[src/rtl/led_scan_ctrl.sv]
// Double-buffered 4-column LED scan controller with blank-slot anti-ghosting and frame-synchronous swap.
// Optional macro LED_SCAN_PWM_EN adds a 4-bit brightness register gating the row data.
module led_scan_ctrl #(
   parameter int DWELL_BITS = 10
) (
   input  logic       clk12MHz,
   input  logic       rst,
   input  logic       bus_we,
   input  logic [2:0] bus_addr,
   input  logic [7:0] bus_wdata,
   output logic [7:0] leds,
   output logic [3:0] lcol,
   output logic [1:0] cur_col,
   output logic       swap_pending,
   output logic       frame_done
);

   logic [7:0]            back_buf  [4];
   logic [7:0]            front_buf [4];
   logic                  enable;
   logic [1:0]            col_p0;
   logic [DWELL_BITS-1:0] cnt_p0;

   logic wr_col;
   logic wr_ctrl;
   logic swap_req;
   logic en_next;
   logic wrap;
   logic swap_done;
   logic gate;

`ifdef LED_SCAN_PWM_EN
   logic [3:0] bright;

   function automatic logic pwm_gate(input logic [3:0] c, input logic [3:0] b);
      return (c <= b);
   endfunction

   always_ff @(posedge clk12MHz or posedge rst) begin
      if (rst) begin
         bright <= 4'hF;
      end else if (bus_we && bus_addr == 3'd4) begin
         bright <= bus_wdata[3:0];
      end
   end

   assign gate = pwm_gate(cnt_p0[3:0], bright);
`else
   assign gate = 1'b1;
`endif

   always_comb begin
      wr_col    = bus_we && (bus_addr[2] == 1'b0);
      wr_ctrl   = bus_we && (bus_addr == 3'd5);
      swap_req  = wr_ctrl && bus_wdata[1];
      // Display blanks one update after enable is cleared, so look at the incoming value
      en_next   = wr_ctrl ? bus_wdata[0] : enable;
      wrap      = enable && (col_p0 == 2'd3) && (cnt_p0 == '1);
      swap_done = swap_pending && (wrap || !enable);
   end

   // Stage p0: control, scan position and buffers
   always_ff @(posedge clk12MHz or posedge rst) begin
      if (rst) begin
         enable       <= 1'b1;
         swap_pending <= 1'b0;
         frame_done   <= 1'b0;
         col_p0       <= 2'd0;
         cnt_p0       <= '0;
         for (int i = 0; i < 4; i++) begin
            back_buf[i]  <= 8'h00;
            front_buf[i] <= 8'h00;
         end
      end else begin
         if (wr_ctrl) enable <= bus_wdata[0];
         frame_done <= swap_done;
         // A request landing on the swap edge stays queued for the following wrap
         if (swap_done)     swap_pending <= swap_req;
         else if (swap_req) swap_pending <= 1'b1;

         if (!enable) begin
            col_p0 <= 2'd0;
            cnt_p0 <= '0;
         end else begin
            cnt_p0 <= cnt_p0 + DWELL_BITS'(1);
            if (cnt_p0 == '1) col_p0 <= col_p0 + 2'd1;
         end

         if (swap_done) begin
            for (int i = 0; i < 4; i++) front_buf[i] <= back_buf[i];
         end
         if (wr_col) back_buf[bus_addr[1:0]] <= bus_wdata;
      end
   end

   // Stage p1: registered column/row drive
   always_ff @(posedge clk12MHz or posedge rst) begin
      if (rst) begin
         leds    <= 8'h00;
         lcol    <= 4'b1111;
         cur_col <= 2'd0;
      end else if (!en_next) begin
         leds    <= 8'h00;
         lcol    <= 4'b1111;
         cur_col <= 2'd0;
      end else if (cnt_p0 == '0) begin
         leds    <= 8'h00;
         lcol    <= 4'b1111;
         cur_col <= col_p0;
      end else begin
         leds    <= front_buf[col_p0] & {8{gate}};
         lcol    <= ~(4'b0001 << col_p0);
         cur_col <= col_p0;
      end
   end

endmodule

[config.mk]
export PLATFORM = sky130hd
export DESIGN_NAME = led_scan_ctrl
export DESIGN_NICKNAME = d
export VERILOG_FILES = /design/src/rtl/led_scan_ctrl.sv
export SDC_FILE = /design/constraint.sdc
export NUM_CORES = 1
export LEC_CHECK = 0
export CORE_ASPECT_RATIO = 2
export CORE_UTILIZATION = 45
export CTS_CLUSTER_DIAMETER = 80
export DETAILED_ROUTE_END_ITERATION = 10
export SLEW_MARGIN = 15
export SYNTH_ARGS = -nofsm -noshare
export SYNTH_HDL_FRONTEND = slang
export SYNTH_SLANG_ARGS = --single-unit
[constraint.sdc]
create_clock -name clk12MHz -period 9.15 [get_ports clk12MHz]
set_input_delay 2.2875 -clock clk12MHz [delete_from_list [all_inputs] [get_ports clk12MHz]]
set_output_delay 2.2875 -clock clk12MHz [all_outputs]
set_load 0.05 [all_outputs]
==> flow_metrics.py <==
metrics = {
    "synth": {
        "yosysWarnings": 0,
        "ys_top_cells_by_count": "dfrtp_1, nand2_1, inv_1",
        "netlist_instances": 361,
        "synth_nets": 381,
        "yosys.area_share.simple_pct": 11.9,
        "ys_seq_elements": 93,
        "synth_top_family_by_area": "compound AO/OA/AOI/OAI gates",
        "yosysSeqAreaShare_pct": 55.2,
        "async_flop_share_pct": 100,
        "synth.avg_cell_area_um2": 11.7,
        "synth_mux_area_share_pct": 7.11,
        "synth.most_common_cell": "dfrtp_1",
        "synth_adder_area_share_pct": 1.78,
        "synth_top_area_cell": "dfrtp_1",
        "synth_compound_area_share_pct": 16.4,
        "synth_ff_type": "dfrtp_1",
        "ys_types": 38,
        "synth_edf_count": 0,
        "synth_area_mm2": 0.00422,
        "synth.area.top_cells": "dfrtp_1, o32ai_2, nand2_1",
        "yosysTopAreaCellShare_pct": 52.1,
        "synth-xor-area-share_pct": 0.622,
    },
    "placed_design": {
        "dp.cells": 475,
        "pre_cts_slack_ns": 4.92,
        "numPortBuffers": 29,
        "placed_cell_area_mm2": 0.00458,
        "gp_congestion": 0.772,
        "dp_hpwl_mm": 5.66,
    },
    "sta": {
        "tightest_slew_ns": 1.03,
        "finalCritPeriodShare_pct": 42.9,
        "setup_ws_ns": 5.22,
        "hold_viol": 0,
        "finalCriticalPeriod_ns": 3.93,
        "finClkSkew_ns": 0.00657,
        "drv_slew": 0,
        "max_slew_margin_pct": 31.2,
        "setup_viol": 0,
        "rsz0062_at_grt": "no",
        "fmax_mhz": 255,
        "fin_tns_setup_ns": 0,
        "fin_hold_ws_ns": 0.503,
    },
    "clocking": {
        "cts.repair.resized": 0,
        "ctsHoldBuffers": 0,
        "cts_tree": "yes",
        "numClockSinks": 93,
        "cts_buffers": 9,
        "cts_htree_levels": 3,
        "cts_root_buffer": "clkbuf_16",
        "clk_pin_slew_ns": 0.06,
        "worstSkewPairLatency_ns": 0.34,
        "cts_buffer_depth": 2,
        "cts_setup_buffers": 0,
    },
    "grt": {
        "gr-usage-all-layers_pct": 19.8,
        "antenna_found_initial": 0,
        "grt_pass1_vias": 2867,
        "grt_max_degree": 83,
        "grt_use_met3_pct": 3.34,
        "global_route.usage.met2_pct": 34.7,
        "grt_use_met1_pct": 24.0,
        "grt_busiest_layer": "met2",
        "grt_overflow": 0,
        "grt_pass1_wl_mm": 14.8,
    },
    "power": {
        "p_int_uw": 894,
        "power.total_mw": 1.26,
        "switching_share_pct": 29.0,
        "vdd_drop_max_v": 0.000130,
        "p_sw_uw": 366,
        "leakage_nw": 2.17,
        "clkPwrFrac_pct": 31.3,
        "powerDensity_mw_per_mm2": 257,
        "combPwrFrac_pct": 22.9,
        "power_frac_seq_pct": 45.8,
    },
    "worst_setup_path": {
        "cp.arrival_ns": 1.64,
        "rr_worst_depth": 4,
        "path_depth": 1,
        "worstPathCellList": "clkdlybuf4s50_1",
        "crit_buf_inv": 1,
        "critPathTopFamily": "buffers and inverters",
        "critPathKind": "flop to primary output",
        "cpPeakStageDelay_ns": 0.79,
        "critical-path-slowest-cell": "clkdlybuf4s50_1",
        "end_kind": "primary output",
        "critical_path_required_ns": 6.86,
        "critPathLaunchType": "flop",
        "cp_max_fo": 1,
    },
    "finish": {
        "final_area_mm2": 0.00491,
        "drive_gt1_share_pct": 20.1,
        "fill_cells": 795,
        "areaGrowthSynthToFinish_pct": 16.2,
        "stdcell_count": 491,
        "utilization_pct": 54.1,
        "antenna_cells": 0,
        "nets": 404,
        "multi_input_area_mm2": 0.00163,
        "regArea_mm2": 0.00233,
    },
    "worst_hold_path": {
        "hold_depth": 1,
        "min-delay-path-class": "flop to flop",
    },
    "run_status": {
        "outcome": "finished with violations",
        "violations": "DRC",
    },
    "route": {
        "vias_per_cell": 5.58,
        "num_vias": 2741,
        "drt_iter0_drc": 180,
        "routed_wl_mm": 8.58,
        "dr.pass1.iters": 7,
        "ant_nets": 0,
        "post_drt_wl_per_cell_um": 17.5,
        "drc": 10,
    },
    "floorplanning": {
        "die_y_um": 139,
        "core_area_mm2": 0.00907,
        "pin_count": 30,
        "placementRows": 49,
        "die_area_mm2": 0.00980,
        "fp.dieW_um": 70.5,
        "initial_core_util_pct": 46.6,
    },
    "run": {
        "cap_violations": 0,
    },
}
==> flip-flops by register name, indices dropped and copies added, names as in the netlist <==
| signal | count |
|---|---|
| leds | 8 |
| front_buf | 32 |
| swap_pending | 1 |
| enable | 1 |
| frame_done | 1 |
| cnt_p0 | 10 |
| back_buf | 32 |
| lcol | 4 |
| col_p0 | 2 |
| cur_col | 2 |
==> power groups by stage <==
| stage | Combinational (mW) | Sequential [mW] | Clock (mW) |
|---|---|---|---|
| 6_report | 0.288 | 0.577 | 0.395 |
| 5_1_grt | 0.321 | 0.591 | 0.419 |
| 4_1_cts | 0.293 | 0.578 | 0.405 |
| 3_5_place_dp | 0.292 | 0.585 | 0 |
| 3_3_place_gp | 0.284 | 0.582 | 0 |
| 2_1_floorplan | 0.208 | 0.595 | 0 |
==> worst paths after layout <==
path	from	end	slack [ns]
worst min-delay path	back_buf[1]	back_buf[1]	0.50
worst min register to register	back_buf[1]	back_buf[1]	0.50
min in group asynchronous	rst	back_buf[16]	2.18
worst max-delay path	lcol[3]	lcol[3]	5.22
max in group asynchronous	rst	front_buf[11]	5.69
worst max register to register	col_p0[0]	front_buf[31]	6.61
==> per-layer routing <==
metal | share of wire (%) | up-vias
li1 | - | 1291
met1 | 39 | 1400
met2 | 57 | 37
met3 | 2.4 | 13
met4 | 1.9 | 0
met5 | 0 | -
==> placed cells by master (no fill, tap or decap), drive strengths merged, types with 2 or more instances in the layout <==
master and n:
mux2 8, bufinv 2, clkdlybuf4s50 29, nand4 4
mux2i 3, mux4 8, buf 6, clkinv 5
nor4bb 2, nand3 7, clkbuf 11, nor4 2
nand4b 2, and3 8, nand2 62, nor2 9
o21ai 28, a21oi 5, ha 6, or3 4
dfrtp 88, o32ai 32, dfstp 5, xnor2 2
inv 42
==> cells by family after synthesis <==
| group | count (synthesis) |
|---|---|
| buffers and inverters | 67 |
| XOR/XNOR | 3 |
| adder cells (fa/ha/maj) | 6 |
| AND/OR/NAND/NOR | 105 |
| multiplexers | 19 |
| AO/OA/AOI/OAI | 68 |
| flip-flops | 93 |
==> layout make-up <==
class | instances | share of cell area [%]
Clock buffer | 11 | 4.95
Clock inverter | 5 | 1.53
Inverter | 44 | 3.39
Multi-Input combinational cell | 201 | 33.2
Sequential cell | 93 | 47.5
Tap cell | 102 | 2.60
Timing Repair Buffer | 35 | 6.83
No activity file was read; power rests on OpenSTA's default activity.
